$ cat config.mk
export PLATFORM = sky130hd
export DESIGN_NAME = bcd_timer_ctrl
export DESIGN_NICKNAME = d
export VERILOG_FILES = /design/src/rtl/bcd_pkg.sv /design/src/rtl/bcd_digit.sv /design/src/rtl/bcd_timer_ctrl.sv
export SDC_FILE = /design/constraint.sdc
export NUM_CORES = 1
export LEC_CHECK = 0
export CORE_MARGIN = 3
export CORE_UTILIZATION = 40
export DETAILED_ROUTE_END_ITERATION = 16
export DONT_BUFFER_PORTS = 1
export PLACE_DENSITY = 0.61
export SYNTH_ARGS = -nofsm -noshare
export SYNTH_HDL_FRONTEND = slang
export SYNTH_HIERARCHICAL = 1
export SYNTH_SLANG_ARGS = --single-unit
$ cat constraint.sdc
create_clock -name clk -period 7 [get_ports clk]
set_input_delay 1.4 -clock clk [delete_from_list [all_inputs] [get_ports clk]]
set_output_delay 1.4 -clock clk [all_outputs]
set_load 0.05 [all_outputs]
$ cat src/rtl/bcd_pkg.sv
// Shared types and helpers for the BCD timer controller.
//   timer_state_t : controller state encoding
//   BCD_MAX       : largest legal BCD digit value
//   bcd_clamp()   : clamps a nibble to a legal BCD digit (values above 9 become 9)
package bcd_pkg;

  typedef enum logic [1:0] {
    IDLE  = 2'd0,
    RUN   = 2'd1,
    PAUSE = 2'd2,
    DONE  = 2'd3
  } timer_state_t;

  localparam logic [3:0] BCD_MAX = 4'd9;

  function automatic logic [3:0] bcd_clamp(input logic [3:0] v);
    return (v > BCD_MAX) ? BCD_MAX : v;
  endfunction

endpackage

$ cat src/rtl/bcd_digit.sv
// One BCD digit of the timer cascade.
//   clk, reset : clock and asynchronous active-high reset
//   en         : apply one step this cycle (increment, or decrement when down)
//   down       : count direction
//   ld, ld_val : synchronous load, takes priority over en
//   q          : current digit value
//   term       : combinational; digit is at 9 (up) or 0 (down), so a step here carries/borrows
module bcd_digit
  import bcd_pkg::*;
(
  input  logic       clk,
  input  logic       reset,
  input  logic       en,
  input  logic       down,
  input  logic       ld,
  input  logic [3:0] ld_val,
  output logic [3:0] q,
  output logic       term
);

  logic [3:0] r_q;

  always_ff @(posedge clk or posedge reset) begin
    if (reset) begin
      r_q <= '0;
    end else if (ld) begin
      r_q <= ld_val;
    end else if (en) begin
      if (down) begin
        r_q <= (r_q == 4'd0) ? BCD_MAX : r_q - 4'd1;
      end else begin
        r_q <= (r_q >= BCD_MAX) ? 4'd0 : r_q + 4'd1;
      end
    end
  end

  assign q    = r_q;
  assign term = down ? (r_q == 4'd0) : (r_q == BCD_MAX);

endmodule

$ cat src/rtl/bcd_timer_ctrl.sv
// Stopwatch / countdown sequencer for a cascade of NDIGITS BCD digits.
// Divides clk by PRESCALE into count ticks and steps the digit chain up or down.
//   clk, reset        : clock, asynchronous active-high reset
//   start/stop        : begin/resume and pause commands
//   clear/load        : return to IDLE with digits zeroed or loaded (clamped) from load_value
//   mode_down         : direction, sampled when start is accepted from IDLE or DONE
//   digits            : registered BCD count, nibble i = digit i
//   running/done      : decoded from the state register (RUN / DONE)
//   tick              : 1-cycle pulse with every counting update of digits
//   overflow          : 1-cycle pulse with the up-count wrap all-9 -> all-0
// Command priority: clear > load > stop > start; any command suppresses a same-cycle step.
module bcd_timer_ctrl
  import bcd_pkg::*;
#(
  parameter int unsigned NDIGITS  = 4,
  parameter int unsigned PRESCALE = 1000
) (
  input  logic                 clk,
  input  logic                 reset,
  input  logic                 start,
  input  logic                 stop,
  input  logic                 clear,
  input  logic                 load,
  input  logic [4*NDIGITS-1:0] load_value,
  input  logic                 mode_down,
  output logic [4*NDIGITS-1:0] digits,
  output logic                 running,
  output logic                 done,
  output logic                 tick,
  output logic                 overflow
);

  localparam int unsigned          PW       = (PRESCALE > 1) ? $clog2(PRESCALE) : 1;
  localparam logic [PW-1:0]        PRE_LAST = PW'(PRESCALE - 1);
  localparam logic [4*NDIGITS-1:0] VAL_ONE  = (4*NDIGITS)'(1);

  timer_state_t r_state, w_state_d;
  logic [PW-1:0] r_pre, w_pre_d;
  logic          r_dir, w_dir_d;
  logic          r_tick, w_tick_d;
  logic          r_ovf, w_ovf_d;

  logic                 w_step;
  logic                 w_ld;
  logic [4*NDIGITS-1:0] w_ld_val;
  logic [4*NDIGITS-1:0] w_ld_clamped;
  logic [4*NDIGITS-1:0] w_digits;
  logic [NDIGITS-1:0]   w_term;
  logic [NDIGITS-1:0]   w_en;

  // Digit cascade: a digit steps only when every lower digit is at its terminal value.
  for (genvar i = 0; i < NDIGITS; i++) begin : g_digit
    if (i == 0) begin : g_lsd
      assign w_en[i] = w_step;
    end else begin : g_upper
      assign w_en[i] = w_step & (&w_term[i-1:0]);
    end

    bcd_digit u_digit (
      .clk    (clk),
      .reset  (reset),
      .en     (w_en[i]),
      .down   (r_dir),
      .ld     (w_ld),
      .ld_val (w_ld_val[4*i +: 4]),
      .q      (w_digits[4*i +: 4]),
      .term   (w_term[i])
    );
  end

  always_comb begin
    w_ld_clamped = '0;
    for (int i = 0; i < int'(NDIGITS); i++) begin
      w_ld_clamped[4*i +: 4] = bcd_clamp(load_value[4*i +: 4]);
    end
  end

  always_ff @(posedge clk or posedge reset) begin
    if (reset) begin
      r_state <= IDLE;
      r_pre   <= '0;
      r_dir   <= 1'b0;
      r_tick  <= 1'b0;
      r_ovf   <= 1'b0;
    end else begin
      r_state <= w_state_d;
      r_pre   <= w_pre_d;
      r_dir   <= w_dir_d;
      r_tick  <= w_tick_d;
      r_ovf   <= w_ovf_d;
    end
  end

  always_comb begin
    w_state_d = r_state;
    w_pre_d   = r_pre;
    w_dir_d   = r_dir;
    w_tick_d  = 1'b0;
    w_ovf_d   = 1'b0;
    w_step    = 1'b0;
    w_ld      = 1'b0;
    w_ld_val  = '0;

    if (clear) begin
      w_state_d = IDLE;
      w_pre_d   = '0;
      w_ld      = 1'b1;
    end else if (load) begin
      w_state_d = IDLE;
      w_pre_d   = '0;
      w_ld      = 1'b1;
      w_ld_val  = w_ld_clamped;
    end else if (stop) begin
      // Prescaler holds so a resume continues the partial tick period.
      if (r_state == RUN) begin
        w_state_d = PAUSE;
      end
    end else if (start && (r_state != RUN)) begin
      if (r_state == PAUSE) begin
        w_state_d = RUN;
      end else begin
        w_dir_d   = mode_down;
        w_pre_d   = '0;
        // Counting down from zero has nothing to do: finish immediately, no tick.
        w_state_d = (mode_down && (w_digits == '0)) ? DONE : RUN;
      end
    end else if (r_state == RUN) begin
      if (r_pre == PRE_LAST) begin
        w_pre_d  = '0;
        w_step   = 1'b1;
        w_tick_d = 1'b1;
        if (!r_dir) begin
          w_ovf_d = &w_term;
        end else if (w_digits == VAL_ONE) begin
          w_state_d = DONE;
        end
      end else begin
        w_pre_d = r_pre + PW'(1);
      end
    end
  end

  assign digits   = w_digits;
  assign running  = (r_state == RUN);
  assign done     = (r_state == DONE);
  assign tick     = r_tick;
  assign overflow = r_ovf;

endmodule
== After elaboration in Yosys (flattened, before gate mapping) ==
Index checks and enable logic that the tools add are counted.

* Register bits after elaboration: 31
* Input bits: 23
* Output and inout port bits: 20

* Add/sub/neg operators: 9
* Magnitude comparators: 8
* Eq/ne operators: 13
* Muxes and demuxes: 63
* Bitwise logic cells: 7
* Reductions and logical operators: 21

{| class="wikitable"
|+ Operators with widths
! operator !! number
|-
| 4-bit two-way mux || 24
|-
| 10-bit two-way mux || 7
|-
| 16-bit two-way mux || 2
|-
| 2-bit two-way mux || 11
|-
| 1-bit two-way mux || 19
|-
| 4-bit by 1-bit adder with 4-bit output, second input constant || 4
|-
| 16-bit by 1-bit equality test with 1-bit output, second input constant || 1
|-
| 4-bit equality test, second input constant || 4
|-
| 4-bit greater-or-equal comparator, second input constant || 4
|-
| 4-bit > comparator, second input constant || 4
|-
| 16-bit zero test || 1
|-
| 4-bit zero test || 4
|-
| 4-bit by 1-bit subtractor with 4-bit output, second input constant || 4
|-
| 5-bit nonzero test || 3
|-
| 10-bit by 1-bit adder with 10-bit output, second input constant || 1
|-
| 10-bit equality test, second input constant || 1
|-
| 5-bit AND reduction || 2
|-
| 2-bit nonzero test || 4
|-
| 3-bit AND reduction || 2
|-
| 2-bit equality test, second input constant || 2
|-
| 4-bit by 1-bit != test with 1-bit output, second input constant || 1
|-
| 4-bit != test, second input constant || 1
|-
| 1-bit NOT || 4
|-
| 4-bit AND reduction || 1
|-
| 7 further kinds || 10
|}

== Longest topological paths before layout ==
Gate-level depths: netlist of run 1.

* Word-level depth: 10
* Depth in mapped cells: 11
* Gate-level depth less buffers: 11

== Modules after synthesis ==
Netlist of run 1, hierarchy kept.

{| class="wikitable"
|+ Modules (own cells, without submodules)
! module !! times used !! cells each !! area an instance (um^2)
|-
| bcd_digit || 4 || 54 || 424.2
|-
| bcd_timer_ctrl || 1 || 122 || 1021.0
|}

== Worst setup path before layout of run 1 ==
Ideal clock, no wire load.

* Kind: in2reg
* From: input clear
* To: register g_digit[2].u_digit.r_q[3]
* Library setup time: 0.082 ns
* Data arrival time: 3.388 ns
* Slack: 3.530 ns
* Stages: 9
* Buffers on the path: 0
* Path through: nor2_1 inv_1 nor3_1 nor2b_1 and3_1 nor2_1 or3_1 a22o_1 a31oi_1

* Elaborated cells between the ends (all ways): 6
* Those cells by class: mux (4); bitwise (1); reduce/logical (1)

{| class="wikitable"
|+ RTL lines
! what !! RTL line !! source
|-
| start, declared || bcd_timer_ctrl.sv:22 || <nowiki>input logic clear,</nowiki>
|-
| 1-bit two-way mux (*) || bcd_timer_ctrl.sv:104 || <nowiki>if (clear) begin</nowiki>
|-
| named net w_ld || bcd_timer_ctrl.sv:44 || <nowiki>logic w_ld;</nowiki>
|-
| 4-bit two-way mux or 2-bit nonzero test (tied branches) || n/a ||
|-
| end signal, assigned || bcd_digit.sv:27 || <nowiki>r_q <= ld_val;</nowiki>
|-
| end signal, assigned || bcd_digit.sv:30 || <nowiki>r_q <= (r_q == 4'd0) ? BCD_MAX : r_q - 4'd1;</nowiki>
|-
| end signal, assigned || bcd_digit.sv:32 || <nowiki>r_q <= (r_q >= BCD_MAX) ? 4'd0 : r_q + 4'd1;</nowiki>
|-
| end, declared || bcd_digit.sv:21 || <nowiki>logic [3:0] r_q;</nowiki>
|}

Mark *: on every way through the listed nets, which the timed path passes. The rest lies on a longest branch.
A chain may end at the register's enable or synchronous reset.

== Worst setup path after layout of run 1 ==
Same ends and word-level chain as after synthesis.

==> results.ini, run 1 <==
[status]
status = finished, final reports clean

[routing]
ant_nets = 0
drt_wl_total_mm = 7.01
drtIter0Drc = 148
drc = 0
num_vias = 2589
wl_per_cell_um = 16.9
viasPerCell = 6.25
dr.pass1.iters = 5

[cts]
cts_made_buffers = 5
holdBufCountCts = 0
post_cts_resized = 0
clk-insertion-delay-late_ps = 280
cts_tree = done
clock_tree.root_cell = clkbuf_8
clk_pin_slew_ps = 70
clock-sinks = 31
clk_path_buf_depth = 2
postCtsSetupBuffers = 0
cts_max_level = 2

[critical_path]
crit_chain = nor2_1 -> inv_1 -> nor3_1 -> nor2b_1 -> and3_1 -> nor2_1 -> or3_1 -> a22o_1 -> a31oi_1
max_stage_delay_ps = 580
critPathArrivalTime_ps = 3960
endpoint_kind = flip-flop
crit_path_frequent_cell = nor2_1
cp_data_required_time_ps = 7210
cp.depth = 9
rr_worst_depth = 11
worst-path-buf-inv = 1
critPathMaxFanout = 9
critPathSlowestCell = nor2b_1
startpoint_type = input pin
critPathKind = in2reg
regToRegSetupSlack_ps = 3790
path_delay_family = simple AND/OR/NAND/NOR gates

[grt]
grt_max_degree = 44
antenna_found_initial = 0
globalRouteTotalUtil = 0.188
grt_overflow = 0
grt_pass1_vias = 2429
grt_pass1_wl_mm = 11.7

[yosys]
synthFlopType = dfrtp_1
ys_types = 42
synthAdderAreaFrac = 0.0783
netlist_top_cells_area = dfrtp_1, ha_1, a21oi_1, inv_1, nor3b_1
seq_area_frac_synth = 0.285
synth_top_family_by_area = simple AND/OR/NAND/NOR gates
ys_ff_latch = 31
ys_warn_count = 6
syn_area_per_cell_um2 = 8.04
synth_enable_flop_cells = 0
synthCells = 338
ys_async_sr_fraction = 1.00
mappedNetlistArea_mm2 = 0.00272
synth_compound_area_frac = 0.273
synth.top_cell.area_share = 0.285
syn-num-nets = 378
synth_xor_area_frac = 0
yosys.area_share.simple = 0.278
netlist.top_cell.by_area = dfrtp_1
synthMuxAreaShare = 0.00414

[timing]
max_freq_mhz = 267
setup_tns_ps = 0
max_slew_margin = 0.514
timing.final.ws_setup_ps = 3250
period_needed_ps = 3750
setup_viol = 0
fin_crit_sh = 0.535
worst_slew_pin_slew_ps = 729
rsz0062_at_grt = false
clock_skew_ps = 4.08
maxSlewViolCount = 0
hold_viol = 0

[floorplan]
dieWidth_um = 88.4
placementRows = 29
core-area_mm2 = 0.00646
io_pins = 43
start_util = 0.421
die_h_um = 88.4
design.die.area_mm2 = 0.00782

[power]
combPwrFrac = 0.236
clkPwrFrac = 0.350
p_leak_uw = 0.00111
switching_power_uw = 181
ir_drop_mv = 0.0743
p_per_area_mw_per_mm2 = 185
switching_share = 0.342
pwr-share-seq = 0.415
p_int_uw = 350

[final_layout]
layout_common_cells = inv_1, a21oi_1, dfrtp_1
layout.cells.most_common = inv_1
antenna_cells = 0
area_growth_pct = 5.62
finalNetCount = 376
post_route_cells_drive_above_1_share = 0.0534

[placed_design]
port_buffers = 0
place_congestion = 0.929
pre_cts_ws_ps = 3070
post-dp-hpwl_mm = 5.12

[job]
cap_violations = 0

[min_path]
worstHoldPathCells = 1
min_path_type = reg2reg

[worst paths after layout]
check | startpoint | end
worst max register to register | g_digit[0].u_digit/q[0] | g_digit[3].u_digit/q[3]
worst min register to register | r_pre[0] | r_pre[0]
worst min-delay path | r_pre[0] | r_pre[0]
max in group asynchronous | reset | r_pre[8]
worst max-delay path | clear | g_digit[2].u_digit/q[3]
min in group asynchronous | reset | g_digit[3].u_digit/q[3]
[layer usage]
metal / share of wire / track usage / vias to the layer above
met4: 0.021 / 0.0755 / 0
met3: 0.072 / 0.0363 / 15
met2: 0.46 / 0.283 / 115
met5: 0 / 0 / -
met1: 0.45 / 0.263 / 1218
li1: - / - / 1241
[synthesized netlist by cell type (2+ instances only)]
master / number
buf_2: 4
nor3_1: 2
a211oi_1: 9
or3_1: 10
o2111ai_1: 4
nand4_1: 4
a21oi_1: 34
nor2_1: 19
o21ai_0: 23
nand2_1: 22
o31ai_1: 8
nand3b_1: 5
nand3_1: 3
dfrtp_1: 31
a31oi_1: 4
and2_1: 6
nor3b_1: 17
clkbuf_1: 3
nor2b_1: 18
o21ba_2: 4
a22o_1: 4
nand4b_1: 5
buf_6: 4
o41ai_1: 4
nor4_1: 9
or4_1: 3
ha_1: 17
o221ai_1: 8
inv_1: 38
o211a_1: 4
[per-stage QoR]
step	hold WS [ps]	power, µW	std cells	instance area, µm²	util
3_3_place_gp	503	348	406	2750	0.426
3_5_place_dp	519	347	406	2750	0.426
2_1_floorplan	484	329	338	2720	-
6_report	529	531	414	2870	0.444
5_1_grt	565	562	414	2870	0.444
4_1_cts	529	534	414	2870	0.444
[power by group through the flow]
stage / clock network, µW / logic (µW) / registers, µW
floorplan: 0 / 107 / 221
global placement: 0 / 124 / 224
detailed placement: 0 / 123 / 224
CTS: 190 / 124 / 220
global route: 199 / 141 / 222
finish: 186 / 125 / 220
[sequential cells by signal, indices dropped and copies added (netlist names)]
name / flops
g_digit.u_digit/q: 16
overflow: 1
r_state: 2
r_pre: 10
r_dir: 1
tick: 1
[layout make-up]
type                       instances  area [µm²]
fill                             660        3590
multi-input combinational        258        1720
inverter                          38         143
clock inverter                     2        35.0
clock buffer                       6        82.6
timing repair buffer               2        15.0
sequential                        31         776
tap                               77        96.3
[kinds of logic (layout without fill, tap and decap cells)]
logic type               count (synthesis)  after routing
buffers and inverters                   49             48
AO/OA/AOI/OAI                          110            110
adder cells (fa/ha/maj)                 17             17
AND/OR/NAND/NOR                        130            130
multiplexers                             1              1
flip-flops                              31             31
No activity file was read; power rests on OpenSTA's default activity.
==> run 2, diff against run 1 <==
PLACE_DENSITY = 0.63   (was 0.61)
clock period = 3.15 ns   (was 7 ns; I/O delays follow)
==> run 2 against run 1 <==
Net effect: first-iteration DRC count grew 18%; core utilization grew 1.3 points; flip-flop and latch count is the same; critical endpoint is now g_digit[3].u_digit/q[3].
==> results.ini, run 2 (synthesized netlist as in run 1, its figures left out) <==
[critical_path]
critPathKind = reg2reg
critPathArrivalTime_ps = 2800
startpoint_type = flip-flop
endpoint_kind = flip-flop
critPathMaxFanout = 6
crit_chain = inv_1 -> ha_1 -> nor2b_1 -> nand2_1 -> a21oi_1 -> nand4_1 -> nor2_1 -> buf_4 -> nor2_1 -> or3_1 -> a22o_1 -> a31oi_1
critPathSlowestCell = dfrtp_1
crit_path_frequent_cell = nor2_1
max_stage_delay_ps = 380
cp_data_required_time_ps = 3350

[power]
ir_drop_mv = 0.210
pwr-share-seq = 0.395
combPwrFrac = 0.254
switching_share = 0.344
p_int_uw = 787
p_per_area_mw_per_mm2 = 406
switching_power_uw = 412
clkPwrFrac = 0.350
p_leak_uw = 0.00117
power.total_uw = 1200

[timing]
hold_viol = 0
maxSlewViolCount = 0
setup_viol = 0
timing.final.ws_setup_ps = 548
clock_skew_ps = 6.49
max_freq_mhz = 384
worst_slew_pin_slew_ps = 732
rsz0062_at_grt = false
fin_crit_sh = 0.826
whs_ps = 104
setup_tns_ps = 0
max_slew_margin = 0.512
period_needed_ps = 2600

[cts]
clock_tree.root_cell = clkbuf_8
holdBufCountCts = 0
post_cts_resized = 0
clk-insertion-delay-late_ps = 290
cts_max_level = 2
cts_tree = done
cts_made_buffers = 5
postCtsSetupBuffers = 0
clk_pin_slew_ps = 70
clk_path_buf_depth = 2
clock-sinks = 31

[routing]
highest_layer = met4
dr.pass1.iters = 5
ant_nets = 0
drt_wl_total_mm = 7.03
viasPerCell = 6.16
wl_per_cell_um = 16.5
dr_wl_met3_um = 506
route.met2.wl_mm = 3.25
drc = 0
met1_length_mm = 3.18
num_vias = 2616
drtIter0Drc = 175

[grt]
grt_pass1_wl_mm = 12.0
grt_overflow = 0
grt_max_degree = 44
antenna_found_initial = 0
grt_pass1_vias = 2475
globalRouteTotalUtil = 0.190

[floorplan]
dieWidth_um = 88.4
placementRows = 29
start_util = 0.421
core-area_mm2 = 0.00646
die_h_um = 88.4
design.die.area_mm2 = 0.00782
io_pins = 43

[final_layout]
post_route_cells_drive_above_1_share = 0.0833
antenna_cells = 0
layout.cells.most_common = inv_1
finalNetCount = 387
largest_reg_flops = 16
stdcell_area_mm2 = 0.00295
area_growth_pct = 8.66
layout_common_cells = inv_1, a21oi_1, dfrtp_1
fillers = 656

[job]
cap_violations = 0

[placed_design]
pre_cts_ws_ps = 396
port_buffers = 0
post-dp-hpwl_mm = 5.22
place_area_mm2 = 0.00284
place_congestion = 0.886

[status]
status = finished, final reports clean

[min_path]
min_path_type = in2async

[run 2: per-stage QoR]
stage / utilization / instances
after floorplan: - / 338
after global placement: 0.439 / 417
after detailed placement: 0.439 / 417
after CTS: 0.457 / 425
after global routing: 0.457 / 425
final: 0.457 / 425
[run 2: final timing paths]
kind / from / to / slack [ps] / cells past startpoint
max: g_digit[1].u_digit/q[1] / g_digit[3].u_digit/q[3] / 550 / 12
min: reset / g_digit[3].u_digit/q[1] / 100 / 1
max reg2reg: g_digit[1].u_digit/q[1] / g_digit[3].u_digit/q[3] / 550 / 12
min reg2reg: r_pre[0] / r_pre[0] / 520 / 1
max in group asynchronous: reset / r_pre[1] / 2490 / 1
min in group clk: mode_down / r_dir / 500 / 1
[run 2: routing by layer]
layer  track usage  up-vias
li1              -     1265
met1         0.269     1238
met2         0.295      103
met3        0.0428       10
met4        0.0440        0
met5             0        -
[run 2: layout make-up]
class	instances	area, µm²	share of cell area
clock inverter	2	35.0	0.0119
inverter	38	143	0.0483
tap	77	96.3	0.0326
multi-input combinational	258	1720	0.583
clock buffer	6	82.6	0.0280
timing repair buffer	13	97.6	0.0331
sequential	31	776	0.263
[run 2: worst max-delay path: cells and delay by family, from the launching register on]
kind	cells	cell delay, ps
AO/OA/AOI/OAI	3	560
adder cells (fa/ha/maj)	1	200
buffers and inverters	2	250
flip-flops	1	380
AND/OR/NAND/NOR	6	1120
[run 2: power groups by stage]
stage	Sequential (µW)	Combinational (µW)	Clock (µW)
final	474	305	420
after global routing	479	338	449
after CTS	473	302	432
after detailed placement	481	300	0
after global placement	482	300	0
after floorplan	491	239	0
==> run 3, diff against run 2 <==
PLACE_DENSITY = 0.61   (was 0.63)
clock period = 2.55 ns   (was 3.15 ns; I/O delays follow)
==> run 3 against run 2 <==
Net effect: critical path depth is 1 lower; first-iteration DRC count is 42% lower; cell count is 4.2% higher; register-to-register slack worse by 350 ps; die area stayed put; combinational power is 47% higher; cell area is 5.0% higher; clock-buffer cell count stayed put; power is 27% higher.
==> results.ini, run 3 (synthesized netlist as in run 1, its figures left out) <==
[status]
status = finished, final reports clean

[timing]
max_freq_mhz = 426
setup_viol = 0
rsz0062_at_grt = false
worst_slew_pin_slew_ps = 672
fin_crit_sh = 0.921
setup_tns_ps = 0
maxSlewViolCount = 0
max_slew_margin = 0.552
clock_skew_ps = 9.08
period_needed_ps = 2350
hold_viol = 0

[grt]
grt_pass1_vias = 2532
grt_max_degree = 44
grt_pass1_wl_mm = 12.1
grt_overflow = 0
globalRouteTotalUtil = 0.194
antenna_found_initial = 0

[power]
combPwrFrac = 0.294
p_leak_uw = 0.00126
p_per_area_mw_per_mm2 = 492
p_int_uw = 1000
clkPwrFrac = 0.344
ir_drop_mv = 0.190
switching_share = 0.344
pwr-share-seq = 0.361
switching_power_uw = 524

[critical_path]
crit_path_frequent_cell = nor2_1
critPathArrivalTime_ps = 2560
endpoint = g_digit[3].u_digit/q[3]
crit_chain = inv_1 -> ha_1 -> nor2b_1 -> nand2_1 -> a21oi_2 -> nand4_1 -> nor2_1 -> nor2_1 -> or3_1 -> a22o_1 -> a31oi_1
path_delay_family = simple AND/OR/NAND/NOR gates
endpoint_kind = flip-flop
max_stage_delay_ps = 410
startpoint_type = flip-flop
critPathSlowestCell = dfrtp_2
regToRegSetupSlack_ps = 200
rr_worst_depth = 11
critPathMaxFanout = 3
cp_data_required_time_ps = 2760
r2r-start = g_digit[0].u_digit/q[0]
cp.depth = 11
critPathKind = reg2reg
worst-path-buf-inv = 1
r2r_end = g_digit[3].u_digit/q[3]
cp-startpoint = g_digit[0].u_digit/q[0]

[final_layout]
antenna_cells = 0
post_route_cells_drive_above_1_share = 0.131
largest_reg_flops = 16
area_growth_pct = 14.1
final_util = 0.480
layout_common_cells = inv_1, a21oi_1, dfrtp_1
finalNetCount = 405
fillers = 656
layout.cells.most_common = inv_1

[placed_design]
port_buffers = 0
post-dp-hpwl_mm = 5.46
place_congestion = 0.945

[cts]
cts_made_buffers = 5
cts_tree = done
clock-sinks = 31
clk_path_buf_depth = 2
clk_pin_slew_ps = 80
clk-insertion-delay-late_ps = 290
cts_max_level = 2
clock_tree.root_cell = clkbuf_8
postCtsSetupBuffers = 0

[routing]
drt_wl_total_mm = 7.33
drtIter0Drc = 102
viasPerCell = 5.98
ant_nets = 0
num_vias = 2647
dr.pass1.iters = 4
drc = 0
wl_per_cell_um = 16.6

[floorplan]
design.die.area_mm2 = 0.00782
placementRows = 29
io_pins = 43
core-area_mm2 = 0.00646
die_h_um = 88.4
start_util = 0.421
dieWidth_um = 88.4

[job]
cap_violations = 0

[min_path]
min_path_type = in2async

==> run 3: changes by cell type in the layout (fill, tap and decap cells not counted) <==
| cell | delta |
|---|---|
| a21oi_1 | -1 |
| dlygate4sd3_1 | +2 |
| buf_4 | +16 |
| dfrtp_1 | -1 |
| nor2b_2 | +1 |
| nor2b_1 | -1 |
| dfrtp_2 | +1 |
| a21oi_2 | +1 |
==> run 3: layout make-up <==
type	instances	area, µm²	share of cell area
clock inverter	2	35.0	0.0113
multi-input combinational	258	1730	0.558
clock buffer	6	82.6	0.0266
timing repair buffer	31	238	0.0767
inverter	38	143	0.0460
sequential	31	777	0.251
tap	77	96.3	0.0311
==> run 3: worst min path at each step <==
stage,depth (start not counted),startpoint,to,slack (ps)
after CTS,1,reset,g_digit[2].u_digit/q[3],1
after global placement,1,reset,g_digit[0].u_digit/q[3],300
after floorplan,1,reset,g_digit[0].u_digit/q[1],280
after global routing,1,reset,r_dir,210
after detailed placement,1,reset,g_digit[1].u_digit/q[3],300
final,1,reset,r_state[0],170
==> run 3: repair_timing <==
action                                 in CTS  in global routing
setup endpoints to repair                   0                  2
hold buffers                                1                  1
endpoints found under the hold margin       8                  8
resized for setup                           0                  1
==> run 3: metrics by stage <==
step           cells  total power (µW)  hold WS [ps]  setup slack (ps)  cell area (µm²)
6_report         443              1520           168               202             3100
5_1_grt          443              1600           211              37.1             3100
4_1_cts          442              1520          1.23               165             3090
3_5_place_dp     433               998           304               203             2960
3_3_place_gp     433               999           296               275             2960
2_1_floorplan    338               902           276             -28.1             2720
==> run 3: power by group through the flow <==
stage | Clock (µW) | Sequential (µW) | Combinational, µW
final | 525 | 551 | 449
after CTS | 525 | 551 | 441
after detailed placement | 0 | 560 | 438
after global routing | 553 | 557 | 491
after floorplan | 0 | 607 | 295
after global placement | 0 | 561 | 439
==> run 3: metal layers <==
layer,track usage,vias to the layer above,share of wire
li1,-,1305,-
met1,0.272,1272,0.48
met2,0.301,65,0.47
met3,0.0372,5,0.041
met4,0.0632,0,0.0094
met5,0,-,0
